## src/rtl/oct_event_counter.sv

```systemverilog
// oct_event_counter
//   Debounced push-button event counter producing DIGITS octal digit codes
//   (3 bits each, digit 0 least significant) for the seven-segment decode
//   stage. Each button is synchronised (s1 -> s2) and then filtered to f;
//   a rising edge of the filtered increment level adds 1 in base 8 when en=1.
//   The filtered clear level forces the count to 0 and has priority.
//
//   Build option: define OCT_CNT_DEBOUNCE_EN to build the debounce filter.
//   When undefined, f is a plain register of s2 and DB_CYCLES is not used.
//
//   Button index 0 is increment, index 1 is clear in all 2-bit vectors.
module oct_event_counter #(
  parameter int unsigned DIGITS    = 2,
  parameter int unsigned DB_CYCLES = 16
) (
  input  logic                clk,
  input  logic                rst_n,
  input  logic                en,
  input  logic                btn_inc,
  input  logic                btn_clr,
  output logic [3*DIGITS-1:0] digits,
  output logic                ovf,
  output logic                inc_ack
);

  localparam int unsigned BTN_INC = 0;
  localparam int unsigned BTN_CLR = 1;

  // Elaboration-time parameter range checks.
  if (DIGITS < 1 || DIGITS > 8) begin : g_bad_digits
    $error("oct_event_counter: DIGITS must be in 1..8");
  end
  if (DB_CYCLES < 2) begin : g_bad_db_cycles
    $error("oct_event_counter: DB_CYCLES must be >= 2");
  end

  // Synchroniser and filter state, one bit per button.
  logic [1:0] s1_q, s1_d;
  logic [1:0] s2_q, s2_d;
  logic [1:0] f_q,  f_d;

  // Registered copy of the filtered increment level for edge detection.
  logic inc_prev_q, inc_prev_d;

  // Count and output pulses.
  logic [3*DIGITS-1:0] digits_q, digits_d;
  logic                ovf_q,    ovf_d;
  logic                inc_ack_q, inc_ack_d;

  // Combinational helpers for the count update.
  logic                inc_evt;
  logic [3*DIGITS-1:0] digits_plus1;
  logic                carry_out;

  // Two-flop synchroniser for both raw button inputs.
  always_comb begin
    s1_d = {btn_clr, btn_inc};
    s2_d = s1_q;
  end

`ifdef OCT_CNT_DEBOUNCE_EN
  localparam int unsigned DBC_W = ($clog2(DB_CYCLES) < 1) ? 1 : $clog2(DB_CYCLES);

  logic [1:0][DBC_W-1:0] dbc_q, dbc_d;

  // Debounce filter: f follows s2 only after s2 has differed from f for
  // DB_CYCLES-1 consecutive samples; the compare is on the value dbc is
  // about to take, so f changes DB_CYCLES edges after s1 first sees the new
  // level. Any sample with s2 == f restarts the count.
  always_comb begin
    f_d   = f_q;
    dbc_d = '0;
    for (int unsigned b = 0; b < 2; b++) begin
      if (s2_q[b] != f_q[b]) begin
        if (dbc_q[b] == DBC_W'(DB_CYCLES - 2)) begin
          f_d[b]   = s2_q[b];
          dbc_d[b] = '0;
        end else begin
          dbc_d[b] = dbc_q[b] + DBC_W'(1);
        end
      end
    end
  end

  // Debounce counter registers.
  always_ff @(posedge clk or negedge rst_n) begin
    if (!rst_n) begin
      dbc_q <= '0;
    end else begin
      dbc_q <= dbc_d;
    end
  end
`else
  // Filter removed: f is a third register stage behind s2.
  always_comb begin
    f_d = s2_q;
  end
`endif

  // Rising-edge detect on the filtered increment level.
  always_comb begin
    inc_prev_d = f_q[BTN_INC];
    inc_evt    = f_q[BTN_INC] & ~inc_prev_q;
  end

  // Base-8 increment with the carry rippling through every digit in one
  // cycle; carry_out is set only when every digit was 7.
  always_comb begin
    digits_plus1 = digits_q;
    carry_out    = 1'b1;
    for (int unsigned i = 0; i < DIGITS; i++) begin
      if (carry_out) begin
        if (digits_q[3*i +: 3] == 3'd7) begin
          digits_plus1[3*i +: 3] = 3'd0;
        end else begin
          digits_plus1[3*i +: 3] = digits_q[3*i +: 3] + 3'd1;
          carry_out              = 1'b0;
        end
      end
    end
  end

  // Count update: clear beats increment (the event is dropped), else an
  // enabled event increments, else hold.
  always_comb begin
    digits_d  = digits_q;
    ovf_d     = 1'b0;
    inc_ack_d = 1'b0;
    if (f_q[BTN_CLR]) begin
      digits_d = '0;
    end else if (inc_evt && en) begin
      digits_d  = digits_plus1;
      inc_ack_d = 1'b1;
      ovf_d     = carry_out;
    end
  end

  // State registers for synchroniser, filter outputs, edge detect and count.
  always_ff @(posedge clk or negedge rst_n) begin
    if (!rst_n) begin
      s1_q       <= '0;
      s2_q       <= '0;
      f_q        <= '0;
      inc_prev_q <= 1'b0;
      digits_q   <= '0;
      ovf_q      <= 1'b0;
      inc_ack_q  <= 1'b0;
    end else begin
      s1_q       <= s1_d;
      s2_q       <= s2_d;
      f_q        <= f_d;
      inc_prev_q <= inc_prev_d;
      digits_q   <= digits_d;
      ovf_q      <= ovf_d;
      inc_ack_q  <= inc_ack_d;
    end
  end

  assign digits  = digits_q;
  assign ovf     = ovf_q;
  assign inc_ack = inc_ack_q;

endmodule

```

## config.mk

```make
export PLATFORM = sky130hd
export DESIGN_NAME = oct_event_counter
export DESIGN_NICKNAME = d
export VERILOG_FILES = /design/src/rtl/oct_event_counter.sv
export SDC_FILE = /design/constraint.sdc
export NUM_CORES = 1
export LEC_CHECK = 0
export CAP_MARGIN = 20
export CORE_MARGIN = 8
export CORE_UTILIZATION = 40
export DETAILED_ROUTE_END_ITERATION = 10
export GPL_ROUTABILITY_DRIVEN = 0
export MAX_ROUTING_LAYER = met4
export PLACE_DENSITY = 0.76
export SLEW_MARGIN = 20
export SYNTH_ARGS = -nofsm -noshare
export SYNTH_HDL_FRONTEND = slang
export SYNTH_SLANG_ARGS = --single-unit
```

## constraint.sdc

```tcl
create_clock -name clk -period 2.3 [get_ports clk]
set_clock_uncertainty 0.2 [all_clocks]
set_input_delay 0.575 -clock clk [delete_from_list [all_inputs] [get_ports clk]]
set_output_delay 0.575 -clock clk [all_outputs]
set_load 0.01 [all_outputs]
```

==> results.toml <==
[route]
first_pass_iters = 4
wl_per_cell_um = 13.2
drcViolationCount = 0
wl_um = 1000
antenna_left = 0
vias_per_cell = 4.84
drt-initial-drc-count = 3
vias = 368

[worst_setup_path]
reg2reg_depth = 4
max_stage_delay_ns = 0.56
critical_path_buf_inv_count = 1
arrival_ns = 1.25
critPathMaxFanout = 4
critPathLaunchType = "register"
worstPathRequired_ns = 1.52
ff2ff_setup_slack_ns = 0.63
cpMaxStageDelayCell = "clkdlybuf4s50_1"
cp_cell_sequence = "clkdlybuf4s50_1"
criticalPathCategory = "reg -> out"
critical_path.top_delay_family = "buffers and inverters"
cp-end-kind = "primary output"
cp.depth = 1

[global_routing]
grt_max_degree = 16
grt_pass1_vias = 399
grt-ovfl-total = 0
grt_pass1_wl_um = 1750
antenna_found_initial = 0
grt_usage = 0.0738

[sta]
max_freq_mhz = 494
finalCriticalPeriod_ns = 2.02
finalHoldViolations = 0
grt_setup_unrepaired = "false"
finalCritPeriodShare = 0.880
maxSlewViolCount = 0
setup_viol = 0
final.setup.tns_ns = 0
max_slew_margin = 0.776
worst_pin_slew_ns = 0.337

[clocking]
cts_buffers = 3
ctsHoldBuffers = 0
post-cts-setup-buffers = 0
clk_pin_slew_ns = 0.09
cts_tree = "built"
h-tree-depth = 1
clk_latency_ns = 0.29
cts.sinks = 15
ctsResizeCount = 0
root_buffer = "clkbuf_4"
cts_buffer_depth = 2

[die]
die_area_um2 = 3050
coreArea_um2 = 1470
top_level_ports = 13
die_x_um = 55.3
die_h_um = 55.3
rows = 14
start_util = 0.419

[yosys]
syn_area_per_cell_um2 = 14.0
ys_seq_area_frac = 0.609
syn_inst = 44
ys_warn_count = 0
synth-seq-cells = 15
syn_area_um2 = 617
synth_cell_types = 13
postSynthNetCount = 53

[placement]
dpl.hpwl_um = 725
placedCellCount = 72
port_buffers = 12
placed_area_um2 = 759

[min_path]
holdPathStages = 0
worst_hold_path_type = "reg -> reg"

[cells_and_area]
drive_gt1_frac = 0.133
register_area_um2 = 375
multiInputGateArea_um2 = 236
diodes = 0
area_growth_pct = 27.4
utilization = 0.534
final_net_count = 70
finalNonFillerCells = 76
final_cell_area_um2 = 786
fill_cells = 140

[power]
power_uw = 452
p_per_area_nw_per_um2 = 575
vdd_ir_drop_max_uv = 416
cellLeakagePower_nw = 0.354

[flow_run]
maxCapViolCount = 0

[run_status]
outcome = "completed"
per-stage QoR:
| stage | hold WS [ns] | setup slack (ns) |
|---|---|---|
| 5_1_grt | 0.159 | 0.206 |
| 4_1_cts | 0.158 | 0.255 |
| 2_1_floorplan | 0.0794 | 0.664 |
| 6_report | 0.153 | 0.275 |
| 3_5_place_dp | 0.139 | 0.343 |
| 3_3_place_gp | 0.134 | 0.346 |
power by group:
part / leakage [nW] / switching (mW) / internal [mW]
sequential: 0.193 / 0.00627 / 0.271
combinational: 0.146 / 0.0105 / 0.0170
clock: 0.0150 / 0.0796 / 0.0674
per-layer routing:
| metal | GRT usage | up-vias | part of all wire |
|---|---|---|---|
| li1 | - | 181 | - |
| met1 | 0.0836 | 174 | 0.51 |
| met2 | 0.101 | 13 | 0.42 |
| met3 | 0.0525 | 0 | 0.065 |
| met4 | 0.0211 | 0 | 0 |
| met5 | - | - | 0 |
sequential cells by signal, summed over array words and instances, names as in the netlist:
| signal | count |
|---|---|
| digits | 6 |
| f_q | 2 |
| inc_prev_q | 1 |
| inc_ack | 1 |
| f_d | 2 |
| ovf | 1 |
| s1_q | 2 |
worst paths after layout:
kind                           start   endpoint
max in group asynchronous      rst_n     f_d[0]
setup reg to reg           digits[0]  digits[3]
setup / recovery           digits[0]  digits[0]
hold / removal                f_d[0]     f_q[0]
min in group asynchronous      rst_n  digits[0]
hold reg to reg               f_d[0]     f_q[0]
cells in the mapped netlist:
library cell   n  area, um^2
and3b_2        1        10.0
and4b_4        1        13.8
buf_2          1        5.00
dfrtp_1       15         375
ha_1           4        50.1
mux2_4         2        30.0
mux2i_1        4        40.0
nand2_1        1        3.75
nand2b_1       8        50.1
nand3b_1       1        7.51
nor2_1         1        3.75
nor2b_1        2        12.5
nor3_1         3        15.0
cell type report:
type,instances,area share
Clock buffer,4,0.0334
Timing Repair Buffer,13,0.162
Multi-Input combinational cell,28,0.301
Sequential cell,15,0.478
Tap cell,16,0.0255
worst reg2reg max path, cell delays in order (launching register included):
cell	delay [ns]
dfrtp_1	0.42
ha_1	0.21
ha_1	0.21
and4b_4	0.23
mux2_4	0.29
cell families after synthesis:
logic type / share of synthesized area
adder cells (fa/ha/maj): 0.0811
buffers and inverters: 0.00811
flip-flops: 0.609
multiplexers: 0.114
AND/OR/NAND/NOR: 0.189
placed cells by master, fill, tap and decap left out, drive strengths merged:
cell,synthesis,final
nor3,3,3
and3b,1,1
buf,1,1
mux2i,4,4
clkbuf,0,4
nand3b,1,1
nand2,1,1
clkdlybuf4s50,0,12
nor2,1,1
nor2b,2,2
and4b,1,1
mux2,2,2
ha,4,4
dfrtp,15,15
nand2b,8,8
Power figures use the tool's default switching activity.
==> edit 1: new RTL, config.mk and constraints unchanged <==
The parameter `DIGITS` goes from 2 to 4.
--- a/src/rtl/oct_event_counter.sv
+++ b/src/rtl/oct_event_counter.sv
@@ -10,7 +10,7 @@
 //
 //   Button index 0 is increment, index 1 is clear in all 2-bit vectors.
 module oct_event_counter #(
-  parameter int unsigned DIGITS    = 2,
+  parameter int unsigned DIGITS    = 4,
   parameter int unsigned DB_CYCLES = 16
 ) (
   input  logic                clk,
Ports: changed (resized digits); port bits go from 13 to 19. No check against the original RTL was run, so the function may have changed too.
==> edit 1 against the original RTL <==
Worst hold slack improved by 0.0075 ns; final area increased by 45%; total power increased by 29%; worst setup slack got worse by 0.050 ns; non-clock buffer count increased by 7; global-route usage increased by 1.7 points; area after synthesis increased by 46%; die area increased by 32%; sequential cell count increased by 6; synthesized cell count increased by 75%; fmax decreased by 2.4%; utilization decreased by 0.75 points; wire length increased by 70%; critical endpoint is now digits[6].
==> edit 1: results (changes against the original RTL) <==
Placement
• 0.00112 sq mm — Post-Place Cell Area, +47%
• 122 — total instance count after detailed placement, +69%
• 0.154 ns — Setup WS pre-CTS, -0.190 ns
• 18 — number of port buffers, +6
• 1290 microns — half-perimeter wire length of the detailed placement result, +77%

Clock network
• 2 — Longest Clk Path Bufs, unchanged
• 0.11 ns — Clock transition at path regs, +0.02 ns
• 1 — htree depth, unchanged
• 0 — Post-CTS Setup Inserts, unchanged

Route
• 12 — DR iter-0 viols, +9
• 13.5 microns — per-cell routed wire length, +2.3%
• 5.28 — post-detailed-route via-to-cell ratio, +9.0%

Outcome
• complete, no violations — outcome

Pwr
• 0.543 nW — Lkg Pwr, +53%
• 0.000350 V — maximum vdd ir drop, -16%

Finish
• 0.0918 — fraction of final layout cells with drive strength greater than 1, -0.0415
• 199 — number of fill cells, +42%
• 27.2% — post-synthesis to final-layout area growth
• 12 — flip-flop count of the largest register, all copies and words added, +6
• 126 — non-filler cells, final, +66%
• 112 — Nets, +60%

Yosys
• 77 — instance count of the mapped netlist, +75%
• 22 — number of distinct library cells after synthesis, +9
• 90 — Post-Synthesis Net Count, +70%
• sky130_fd_sc_hd__dfrtp_1, sky130_fd_sc_hd__ha_1, sky130_fd_sc_hd__a21oi_1 — synth top area cells
• 0.585 — share of synthesized area occupied by flip-flops and latches, -0.0236
• sky130_fd_sc_hd__dfrtp_1, sky130_fd_sc_hd__nand2_1, sky130_fd_sc_hd__a21oi_1, sky130_fd_sc_hd__ha_1, sky130_fd_sc_hd__o21ai_0 — top cell types by occurrence after synthesis

GRT
• 22 — largest net degree at the start of global routing, +6
• 631 — number of global-route vias before repair, +58%
• 2880 microns — global-route wire length before repair, +65%

Timing
• 0.518 ns — transition time at the pin with the least slew margin, +0.182 ns

[edit 1: changes by cell type in the layout (fill, tap and decap cells not counted), sizes merged, moves of 2 or more]
cell,delta
nand4,+2
nand3,+3
nor2,+2
a21oi,+9
nand2b,-8
mux2i,-3
nand2,+8
ha,+4
clkdlybuf4s50,+6
dfrtp,+6
o21ai,+5
or3,+2
[edit 1: power by group]
| group | switching, W | internal [W] | total [W] | leakage, nW |
|---|---|---|---|---|
| Combinational | 0.0000119 | 0.0000135 | 0.0000255 | 0.251 |
| Clock | 0.000104 | 0.0000677 | 0.000171 | 0.0150 |
| Sequential | 0.00000802 | 0.000377 | 0.000385 | 0.277 |
| Total | 0.000124 | 0.000458 | 0.000582 | 0.543 |
[edit 1: cell families after synthesis]
logic type / count (synthesis) / synth area share
multiplexers: 2 / 0.0237
buffers and inverters: 4 / 0.0181
adder cells (fa/ha/maj): 8 / 0.111
AO/OA/AOI/OAI: 14 / 0.0822
AND/OR/NAND/NOR: 28 / 0.180
flip-flops: 21 / 0.585
[edit 1: cell type report]
class | instances | area share
sequential | 21 | 0.460
multi-input combinational | 52 | 0.312
timing repair buffer | 20 | 0.171
tap | 28 | 0.0307
clock buffer | 4 | 0.0230
inverter | 1 | 0.00329
[edit 1: worst paths after layout]
kind	start	to	slack [ns]	depth (start not counted)
hold reg to reg	f_d[1]	f_q[1]	0.16	0
setup / recovery	digits[6]	digits[6]	0.23	1
max in group asynchronous	rst_n	digits[2]	1.29	2
setup reg to reg	digits[0]	digits[9]	0.48	5
hold / removal	f_d[1]	f_q[1]	0.16	0
min in group asynchronous	rst_n	digits[8]	0.40	2
[edit 1: layer usage]
layer  wire length, microns  track usage
met5                      0            -
met4                     21       0.0306
met2                    760        0.142
met1                    784        0.101
met3                    135       0.0406
==> edit 2: new RTL, same settings <==
Without the edit above. Put one more register stage on the output `digits`, with the module's reset. The value now appears one clock later. The other outputs are not delayed to match.
--- a/src/rtl/oct_event_counter.sv
+++ b/src/rtl/oct_event_counter.sv
@@ -156,7 +156,13 @@
     end
   end
 
-  assign digits  = digits_q;
+  always_ff @(posedge clk or negedge rst_n) begin
+    if (!rst_n) begin
+      digits <= '0;
+    end else begin
+      digits <= digits_q;
+    end
+  end
   assign ovf     = ovf_q;
   assign inc_ack = inc_ack_q;
 
Formal check against the unedited RTL: not equivalent (a bounded check fails within 10 cycles, from zero or initial values and one cycle with rst_n low).
==> edit 2 against the original RTL <==
Sequential cell count is 6 higher; wire length is 10% higher; critical path depth stayed put; die area is 17% higher; total power is 28% higher; worst setup slack better by 0.055 ns; area after synthesis is 24% higher; final area is 21% higher; critical path type unchanged; largest cell class unchanged.
==> edit 2: results (changes against the original RTL) <==
Finish
• 188 — number of fill cells, +34%
• 0.136 — fraction of final layout cells with drive strength greater than 1, +0.00303

GRT
• 1910 microns — global-route wire length before repair, +9.1%
• 445 — number of global-route vias before repair, +12%
• 22 — largest net degree at the start of global routing, +6
• 0.0780 — Overall Global Routing Usage, +0.00422

Timing
• 0.344 ns — transition time at the pin with the least slew margin, +0.00732 ns

Pwr
• 0.000460 W — Pint, +29%
• 0.000412 V — maximum vdd ir drop, -0.81%
• 0.440 nW — Lkg Pwr, +24%

Critical path
• 1.19 ns — data arrival time of the critical path, -0.06 ns
• digits_q[0] — Crit Reg-Reg Startpoint
• digits[2] — source of the critical timing path
• 1 — crit-path max FO, -3

Outcome
• complete, no violations — outcome

Route
• 414 — total number of vias, +13%
• 4.45 — post-detailed-route via-to-cell ratio, -8.1%
• 3 — DR pass1 iterations, -1
• 7 — DR iter-0 viols, +4

Yosys
• 0.685 — share of synthesized area occupied by flip-flops and latches, +0.0766
• 50 — instance count of the mapped netlist, +14%
• 0.685 — portion of synthesized cell area occupied by the leading cell type, +0.0766
• sky130_fd_sc_hd__dfrtp_1, sky130_fd_sc_hd__nand2b_1, sky130_fd_sc_hd__ha_1, sky130_fd_sc_hd__mux2i_1, sky130_fd_sc_hd__nor3_1 — top cell types by occurrence after synthesis

Clock network
• 0.11 ns — Clock transition at path regs, +0.02 ns

Placement
• 0.329 ns — Setup WS pre-CTS, -0.0146 ns

[edit 2: through the flow]
stage / hold slack [ns] / instance area (sq um)
3_5_place_dp: 0.136 / 923
2_1_floorplan: 0.0794 / 767
6_report: 0.161 / 951
5_1_grt: 0.174 / 951
3_3_place_gp: 0.134 / 923
4_1_cts: 0.164 / 951
[edit 2: how the worst max path moves through the flow]
| stage | endpoint | slack, ns |
|---|---|---|
| after floorplan | digits_q[3] | 0.71 |
| after global placement | digits_q[3] | 0.34 |
| after detailed placement | digits_q[3] | 0.33 |
| after CTS | digits[2] | 0.29 |
| after global routing | digits[2] | 0.26 |
| final | digits[2] | 0.33 |
[edit 2: logic make-up after synthesis]
group                      count (synthesis)  share of synthesized area
and+or+nand+nor                           18                      0.152
buffers and inverters                      1                    0.00652
adders and majority gates                  4                     0.0653
muxes                                      6                     0.0914
DFF                                       21                      0.685
[edit 2: cell type report]
| cell class | count | area, sq um | share of cell area |
|---|---|---|---|
| multi-input combinational | 28 | 236 | 0.249 |
| clock inverter | 1 | 5.00 | 0.00526 |
| timing repair buffer | 13 | 128 | 0.134 |
| clock buffer | 3 | 22.5 | 0.0237 |
| tap | 27 | 33.8 | 0.0355 |
| sequential | 21 | 526 | 0.553 |
[edit 2: metal layers]
metal	track usage	up-vias	wire [microns]
li1	-	199	-
met1	0.0740	204	459
met2	0.123	9	551
met3	0.0323	2	81
met4	0.0612	0	12
met5	-	-	0
[edit 2: power by group through the flow]
stage	clock network, W	logic (W)	registers [W]
2_1_floorplan	0	0.0000112	0.000390
3_3_place_gp	0	0.0000292	0.000391
3_5_place_dp	0	0.0000298	0.000392
4_1_cts	0.000177	0.0000301	0.000385
5_1_grt	0.000195	0.0000327	0.000387
6_report	0.000165	0.0000292	0.000385
